<file path="src/rtl/mac_seq_ctrl_pkg.sv">
// Shared MAC-array constants and sequencer state encoding.
package mac_seq_ctrl_pkg;

  // MAC array geometry and datapath widths
  localparam int unsigned MacDim  = 4;
  localparam int unsigned IdxW    = 2;
  localparam int unsigned DataW   = 8;
  localparam int unsigned AccW    = 2 * DataW + IdxW;

  // Sequencer field widths
  localparam int unsigned TileW   = 4;
  localparam int unsigned ShamtW  = 5;
  localparam int unsigned OdstW   = 4;

  localparam logic [IdxW-1:0] IdxMax = IdxW'(MacDim - 1);

  // Sequencer states (plain constants for compatibility with older blocks)
  localparam logic [2:0] StIdle  = 3'd0;
  localparam logic [2:0] StLoadW = 3'd1;
  localparam logic [2:0] StLoadI = 3'd2;
  localparam logic [2:0] StCalc  = 3'd3;
  localparam logic [2:0] StFin   = 3'd4;

  // Row/column index advance; wraps naturally at MacDim
  function automatic logic [IdxW-1:0] idx_next(input logic [IdxW-1:0] idx);
    return idx + IdxW'(1);
  endfunction

endpackage

</file>
<file path="src/rtl/mac_cycle_cnt.sv">
// Down-counter for the CALC phase: load a start value, count down while enabled,
// flag terminal count at zero.
module mac_cycle_cnt #(
  parameter int unsigned Width = 3
) (
  input  logic             CLK,
  input  logic             RSTN,
  input  logic             load,
  input  logic [Width-1:0] load_val,
  input  logic             en,
  output logic             tc,
  output logic [Width-1:0] cnt
);

  logic [Width-1:0] cnt_q, cnt_d;

  // Next count: load wins over decrement; saturate at zero
  always_comb begin
    cnt_d = cnt_q;
    if (load) begin
      cnt_d = load_val;
    end else if (en && (cnt_q != '0)) begin
      cnt_d = cnt_q - Width'(1);
    end
  end

  // Count register
  always_ff @(posedge CLK or negedge RSTN) begin
    if (!RSTN) begin
      cnt_q <= '0;
    end else begin
      cnt_q <= cnt_d;
    end
  end

  assign tc  = (cnt_q == '0);
  assign cnt = cnt_q;

endmodule

</file>
<file path="src/rtl/mac_seq_ctrl.sv">
// Tile sequencer for the MAC array: loads weights (optionally once per job),
// loads inputs, runs CALC for CALC_CYC cycles per tile, then pulses DONE.
module mac_seq_ctrl
  import mac_seq_ctrl_pkg::*;
#(
  parameter int unsigned CALC_CYC = 7
) (
  input  logic              CLK,
  input  logic              RSTN,
  input  logic              START,
  input  logic [TileW-1:0]  NTILE,
  input  logic              REUSE_W,
  input  logic [ShamtW-1:0] SHAMT_CFG,
  input  logic [OdstW-1:0]  ODST_BASE,
  input  logic              MEM_VALID,
  output logic              START_CALC0,
  output logic              ILoad0,
  output logic              WLoad0,
  output logic [ShamtW-1:0] shamt0,
  output logic [IdxW-1:0]   ICOL0,
  output logic [IdxW-1:0]   WROW0,
  output logic [OdstW-1:0]  ODST0,
  output logic              BUSY,
  output logic              DONE
);

  localparam int unsigned   CntW    = (CALC_CYC > 1) ? $clog2(CALC_CYC) : 1;
  localparam logic [CntW-1:0] CntLoad = CntW'(CALC_CYC - 1);

  logic [2:0]        state_q, state_d;
  logic [IdxW-1:0]   row_q, row_d;
  logic [IdxW-1:0]   col_q, col_d;
  logic [TileW-1:0]  tile_q, tile_d;
  logic [TileW-1:0]  ntile_q, ntile_d;
  logic              reuse_q, reuse_d;
  logic [ShamtW-1:0] shamt_q, shamt_d;
  logic [OdstW-1:0]  base_q, base_d;

  logic              cnt_load, cnt_en, cnt_tc;
  logic [CntW-1:0]   cnt;

  mac_cycle_cnt #(
    .Width (CntW)
  ) u_cycle_cnt (
    .CLK      (CLK),
    .RSTN     (RSTN),
    .load     (cnt_load),
    .load_val (CntLoad),
    .en       (cnt_en),
    .tc       (cnt_tc),
    .cnt      (cnt)
  );

  // Next-state, counter advance and job-config capture
  always_comb begin
    state_d  = state_q;
    row_d    = row_q;
    col_d    = col_q;
    tile_d   = tile_q;
    ntile_d  = ntile_q;
    reuse_d  = reuse_q;
    shamt_d  = shamt_q;
    base_d   = base_q;
    cnt_load = 1'b0;
    cnt_en   = 1'b0;
    unique case (state_q)
      StIdle: begin
        if (START) begin
          if (NTILE != '0) begin
            ntile_d = NTILE;
            reuse_d = REUSE_W;
            shamt_d = SHAMT_CFG;
            base_d  = ODST_BASE;
            tile_d  = '0;
            row_d   = '0;
            col_d   = '0;
            state_d = StLoadW;
          end else begin
            // Empty job: report completion without touching the array
            state_d = StFin;
          end
        end
      end
      StLoadW: begin
        if (MEM_VALID) begin
          row_d = idx_next(row_q);
          if (row_q == IdxMax) begin
            state_d = StLoadI;
          end
        end
      end
      StLoadI: begin
        if (MEM_VALID) begin
          col_d = idx_next(col_q);
          if (col_q == IdxMax) begin
            state_d  = StCalc;
            cnt_load = 1'b1;
          end
        end
      end
      StCalc: begin
        cnt_en = 1'b1;
        if (cnt_tc) begin
          if (({1'b0, tile_q} + 5'd1) < {1'b0, ntile_q}) begin
            tile_d  = tile_q + TileW'(1);
            state_d = reuse_q ? StLoadI : StLoadW;
          end else begin
            state_d = StFin;
          end
        end
      end
      StFin: begin
        state_d = StIdle;
      end
      default: begin
        state_d = StIdle;
      end
    endcase
  end

  // State, counters and latched job configuration
  always_ff @(posedge CLK or negedge RSTN) begin
    if (!RSTN) begin
      state_q <= StIdle;
      row_q   <= '0;
      col_q   <= '0;
      tile_q  <= '0;
      ntile_q <= '0;
      reuse_q <= 1'b0;
      shamt_q <= '0;
      base_q  <= '0;
    end else begin
      state_q <= state_d;
      row_q   <= row_d;
      col_q   <= col_d;
      tile_q  <= tile_d;
      ntile_q <= ntile_d;
      reuse_q <= reuse_d;
      shamt_q <= shamt_d;
      base_q  <= base_d;
    end
  end

  // Output decode; only the load strobes look at MEM_VALID directly
  always_comb begin
    BUSY        = (state_q != StIdle);
    DONE        = (state_q == StFin);
    WLoad0      = (state_q == StLoadW) && MEM_VALID;
    ILoad0      = (state_q == StLoadI) && MEM_VALID;
    WROW0       = (state_q == StLoadW) ? row_q : '0;
    ICOL0       = (state_q == StLoadI) ? col_q : '0;
    START_CALC0 = (state_q == StCalc) && (cnt == CntLoad);
    shamt0      = BUSY ? shamt_q : '0;
    ODST0       = BUSY ? (base_q + tile_q) : '0;
  end

endmodule

</file>
<file path="config.mk">
export PLATFORM = sky130hd
export DESIGN_NAME = mac_seq_ctrl
export DESIGN_NICKNAME = d
export VERILOG_FILES = /design/src/rtl/mac_seq_ctrl_pkg.sv /design/src/rtl/mac_cycle_cnt.sv /design/src/rtl/mac_seq_ctrl.sv
export SDC_FILE = /design/constraint.sdc
export NUM_CORES = 1
export LEC_CHECK = 0
export ABC_AREA = 1
export BUFFER_PORTS_ARGS = -buffer_cell sky130_fd_sc_hd__clkbuf_2
export CAP_MARGIN = 20
export CORE_MARGIN = 5
export CORE_UTILIZATION = 45
export CTS_CLUSTER_SIZE = 40
export DETAILED_ROUTE_END_ITERATION = 8
export GPL_ROUTABILITY_DRIVEN = 1
export HOLD_SLACK_MARGIN = 0.02
export PLACE_DENSITY = 0.79
export RECOVER_POWER = 100
export REMOVE_ABC_BUFFERS = 1
export SKIP_LAST_GASP = 1
export SYNTH_ARGS = -nofsm -noshare
export SYNTH_HDL_FRONTEND = slang
export SYNTH_HIERARCHICAL = 1
export SYNTH_SLANG_ARGS = --single-unit
</file>
<file path="constraint.sdc">
create_clock -name CLK -period 1.7 [get_ports CLK]
set_input_delay 0.17 -clock CLK [delete_from_list [all_inputs] [get_ports CLK]]
set_output_delay 0.17 -clock CLK [all_outputs]
set_load 0.05 [all_outputs]
</file>
* After elaboration in Yosys (flattened, before gate mapping)
Cells that the tools add are included.
** Cells by class
- Shift-type cells :: 0
- Order comparisons :: 1
- Reductions and logical operators :: 18
- Add/sub/neg operators :: 6
- Multiplexer cells :: 31
- Equal/unequal tests :: 15
- Bitwise gates (word level) :: 0
- Div/mod/pow operators :: 0
- $mul :: 0
** Operator list (count)
- $mux 3 :: 10
- $mux 4 :: 5
- $ne 2x2->1 const B :: 8
- $mux 2 :: 7
- $pmux 3 s4 :: 1
- $pmux 2 s2 :: 2
- $pmux 4 s2 :: 1
- $reduce_and 4->1 :: 2
- $reduce_bool 2->1 :: 4
- $eq 3x2->1 const B :: 2
- $eq 3x3->1 const B :: 2
- $logic_not 3->1 :: 2
- $reduce_and 6->1 :: 1
- $reduce_bool 3->1 :: 2
- $add 4x1->5 const B :: 1
- $lt 5x4->1 :: 1
- $mux 5 :: 1
- $reduce_and 5->1 :: 1
- $add 2x1->2 const B :: 2
- $add 4x1->4 const B :: 1
- $add 4x4->4 :: 1
- $eq 2x2->1 const B :: 2
- $logic_and 1x1->1 :: 4
- $mux 1 :: 4
- other kinds (4) :: 4
** Word-level totals
- RAM bits :: 0
- Output and inout port bits :: 18
- Input port bits :: 18
- Memory bits (read-only) :: 0
- Register bits :: 28
- Word-level logic and storage cells :: 80
- Latch bits :: 0
- Memories :: 0

* Longest topological paths before layout
- Depth in word-level cells :: 5
- Mapped depth :: 13
- Depth with buffers taken out :: 13

* Cells and area by module
Netlist, hierarchy kept.
** Modules (own cells, without submodules)
- mac_seq_ctrl :: seq. area each 625.6 um2, instances 1, area each 1799.2 um2, cells each 230
- mac_cycle_cnt :: seq. area each 75.1 um2, instances 1, area each 192.7 um2, cells each 27

* Worst setup path before layout
OpenSTA, ideal clock, no wires.
- Path kind :: flip-flop to output port
- From :: register state_q[2]
- To :: output START_CALC0
- Arrival time :: 2316 ps
- Data required time :: 1530 ps
- Cell stages (with the launch flop) :: 4
- Path slack :: -786 ps
- Cell sequence :: dfrtp_1 -> inv_2 -> nand3_4 -> nor4b_1
** On the way
- Longest elaborated chain between the ends :: 2
** RTL lines
- start: declaration :: line mac_seq_ctrl.sv:30 : logic [2:0] state_q, state_d;
- start signal: assignment :: line mac_seq_ctrl.sv:124 : state_q <= StIdle;
- start signal: assignment :: line mac_seq_ctrl.sv:133 : state_q <= state_d;
- $eq 3x2->1 :: line mac_seq_ctrl.sv:152 : START_CALC0 = (state_q == StCalc) && (cnt == CntLoad);
- $logic_and 1x1->1 :: line mac_seq_ctrl.sv:152
- end: declaration :: line mac_seq_ctrl.sv:16 : output logic START_CALC0,
Every way passes these cells.

* Final worst setup path
- From :: register tile_q[0]
- To :: output ODST0[1]
** On the way
- Longest elaborated chain between the ends :: 2
** RTL lines
- start: declaration :: line mac_seq_ctrl.sv:33 : logic [TileW-1:0] tile_q, tile_d;
- start signal: assignment :: line mac_seq_ctrl.sv:136 : tile_q <= tile_d;
- $add 4x4->4 :: line mac_seq_ctrl.sv:154 : ODST0 = BUSY ? (base_q + tile_q) : '0;
- $mux 4 :: line mac_seq_ctrl.sv:154
- end: declaration :: line mac_seq_ctrl.sv:22 : output logic [OdstW-1:0] ODST0,
Every way passes these cells.

==> run summary <==
The flow ran to the end, but the final reports show violations. The final reports fail on negative setup slack. Summed over all layers, the global routing overflow is 0. Port buffering added 35 buffers. The final cycle utilization of the critical path was 1.15; the final cell count without fillers was 370. Yosys attributes the largest share of cell area to dfrtp_1, nand2_1, ha_1. The leading register cell type out of synthesis is dfrtp_1. The final standard cell area without fillers was 0.00272 mm^2; the remaining routing DRC violations was 0. The worst setup path is of the flip-flop to output pin kind. By instance count, the leading cell after synthesis is nand2_1. Worst slew margin relative to its limit: 0.511. In this run the count of I/O pins placed on the die edge is 36. After detailed routing, the average wire length per cell comes to 12.7 um. STA classifies the critical path startpoint as a flip-flop. Row generation in the floorplan step produced 24 rows.

CTS placed an instance of clkbuf_8 at the clock tree root. In this run the register-to-register setup slack is -0.23 ns. The initial core utilization was 0.461; the worst reg-to-reg path cell count was 14. The congestion estimate from routability-driven global placement came to 0.818. The logs give 0.630 for the utilization after layout and 0 for the number of antenna repair diodes.

At the pin with the least slew margin, the transition time is 0.733 ns. The run gives 0 as the number of max-slew violations in the final report. Data arrives at the worst endpoint at 1.79 ns. Setup violations remaining at the end of the flow were counted as 11. The tools report the final-report hold violation count as 0.

The tools report the leakage power as 1.38 nW. The overall power after layout was 5.09 mW. The run gives 2 as the maximum buffer depth of the clock tree. The tools report the final net count as 349. The worst register-to-register path begins at tile_q[0]$_DFFE_PN0P_. Launch point of the critical path: tile_q[0]$_DFFE_PN0P_. Dividing the detail-routed via count by the number of cells gives 4.97. The library cell occupying the most area in the post-synthesis netlist was dfrtp_1. Based on the critical path, the design can be clocked at up to 0.511 GHz.

Max-cap violations in this run came to 0. The type of element capturing the critical path was an output pin. The clock net in this run drives a total of 28 sinks.

The synthesis-stage register bit count works out to 28. Setup repair after global routing could not meet its margin everywhere. The area of the core was 0.00432 mm^2.

The worst setup margin is -0.255 ns. For the required time at the endpoint of the critical path, the log shows 1.53 ns. The detailed-route via count was 1838; the die span in x was 76.5 um.

The commonest cells after synthesis are nand2_1, inv_1, dfrtp_1. After detailed placement, the design holds a cell count of 356. The startpoint identified for the worst hold timing path is ODST_BASE[2].

For the synthesis warning total, the log shows 6. Fill cells in the final layout number 374. The worst hold path depth was 3. Subtracting the final worst setup slack from the clock period gives 1.96 ns. The total iterations of the first detailed-routing run was 4.

The relative area change from synthesis to final layout is 36.7%. Synthesis instantiated 29 different standard cells from the library. The share of layout cells above drive strength 1 works out to 0.403. The top-area cell type share of the netlist area is 0.352, and the number of antenna violations at the first check in global routing is 0. TritonCTS built the clock tree. For the via count of the first global-routing pass, the log shows 1800. The critical path ends at ODST0[1].

Measured along the y axis, the die boundary spans 76.5 um. The worst hold path belongs to the class input port to flip-flop. After technology mapping, the gate count stands at 257.

The clock edge transition at the registers on the reported setup and hold paths is 0.10 ns. The logs give 0.156 for the total global routing track utilization and 0.00232 mm^2 for the standard cell area after detailed placement. The share of flip-flops with an asynchronous set or reset after synthesis was 1.00. The wire length of the first global-routing pass came out at 7670 um. The average cell area after synthesis was 7.75 um^2. In this run the cell area of the synthesized design comes to 0.00199 mm^2.

The aggregate negative setup slack was -1.86 ns; the number of enable-type register cells in the synthesized netlist was 0. VDD sags by at most 1.18 mV. Dividing total power by cell area gives a power density of 1870 mW/mm^2.

The logs give 3 for the number of buffers created by CTS and 1 for the H-tree level count. The fraction of the yosys area taken by sequential cells is 0.352. Along the worst path, the maximum fanout reaches 2. Clock network latency to the later pin of the worst-skew pair: 0.28 ns.

HPWL reported at the end of detailed placement: 3390 um. The starting DRC count in detailed routing came out at 86. The worst register-to-register path ends at tile_q[2]$_DFFE_PN0P_.

The overall die area was 0.00586 mm^2. The clock skew after layout was 0.00781 ns; the maximum number of pins on one net before global-route repair was 29. The count of nets left with antenna violations once routing finished came out at 0. The routed design has 4720 um of wire.
-- power breakdown --
group	leakage [nW]	total, mW	internal, mW	switching (mW)
sequential	0.352	1.17	0.941	0.225
clock	0.0357	0.523	0.315	0.208
combinational	0.991	3.40	1.23	2.17
total	1.38	5.09	2.49	2.60
-- how the worst min path moves through the flow --
stage,end
5_1_grt,base_q[0]$_DFFE_PN0P_
3_5_place_dp,shamt_q[0]$_DFFE_PN0P_
3_3_place_gp,shamt_q[0]$_DFFE_PN0P_
2_1_floorplan,base_q[0]$_DFFE_PN0P_
4_1_cts,base_q[2]$_DFFE_PN0P_
6_report,base_q[2]$_DFFE_PN0P_
-- final cells by class --
class,count,area (um^2),share of cell area
tap,52,65.1,0.0239
inverter,40,153,0.0560
sequential,28,704,0.259
clock inverter,1,30.0,0.0110
clock buffer,3,41.3,0.0152
multi-input combinational,186,1290,0.475
timing repair buffer,60,438,0.161
-- stage by stage --
stage	worst slack (ns)	hold WS, ns
floorplan	-0.905	-0.126
global placement	-0.162	0.253
detailed placement	-0.286	0.262
CTS	-0.272	0.0886
global route	-0.337	0.0900
finish	-0.255	0.0921
-- cell usage in the layout (no fill, tap or decap), drive strengths merged --
cell type,synthesis,routed
nand3b,1,1
nor3,3,3
clkinv,1,1
nand2,82,82
nor2,34,34
inv,39,39
nand3,23,23
buf,4,31
conb,2,3
a21oi,4,4
fa,1,1
bufinv,0,1
dfrtp,28,28
ha,11,11
clkbuf,0,31
o21ai,20,20
nor4b,1,1
xnor2,2,2
xor2,1,1
dlygate4sd3,0,1
-- registers in the layout, indices dropped and copies added, names as in the netlist --
name and count:
shamt_q 5, base_q 4, ntile_q 4, tile_q 4, state_q 3, u_cycle_cnt/cnt 3, col_q 2, row_q 2
reuse_q 1
-- critical path, stage by stage, from the launching register on --
cell and delay, ns:
dfrtp_1 0.41, buf_6 0.13, ha_4 0.15, fa_2 0.52, inv_2 0.04, nor2_4 0.10
buf_8 0.15
-- per-layer routing --
| metal | track usage | vias up | part of all wire |
|---|---|---|---|
| met5 | 0 | - | 0 |
| met4 | 0.0280 | 0 | 0.021 |
| met3 | 0.0343 | 8 | 0.039 |
| met2 | 0.311 | 41 | 0.56 |
| met1 | 0.166 | 872 | 0.38 |
| li1 | - | 917 | - |
-- repair_timing --
item,in CTS,in global routing
gates resized for setup,30,53
endpoints found under the setup margin,22,22
hold endpoints to repair,28,0
buffers inserted,6,3
pin swaps,10,23
hold buffers,1,0
-- logic make-up (layout without fill, tap and decap cells) --
group	after synthesis	in the layout	synth area share
other cells	2	3	0.00377
flops	28	28	0.352
compound gates	24	24	0.0678
xor+xnor	3	3	0.0132
buf+inv	44	104	0.0980
simple gates	144	144	0.386
fa+ha+maj	12	12	0.0791
Power figures use the tool's default switching activity.
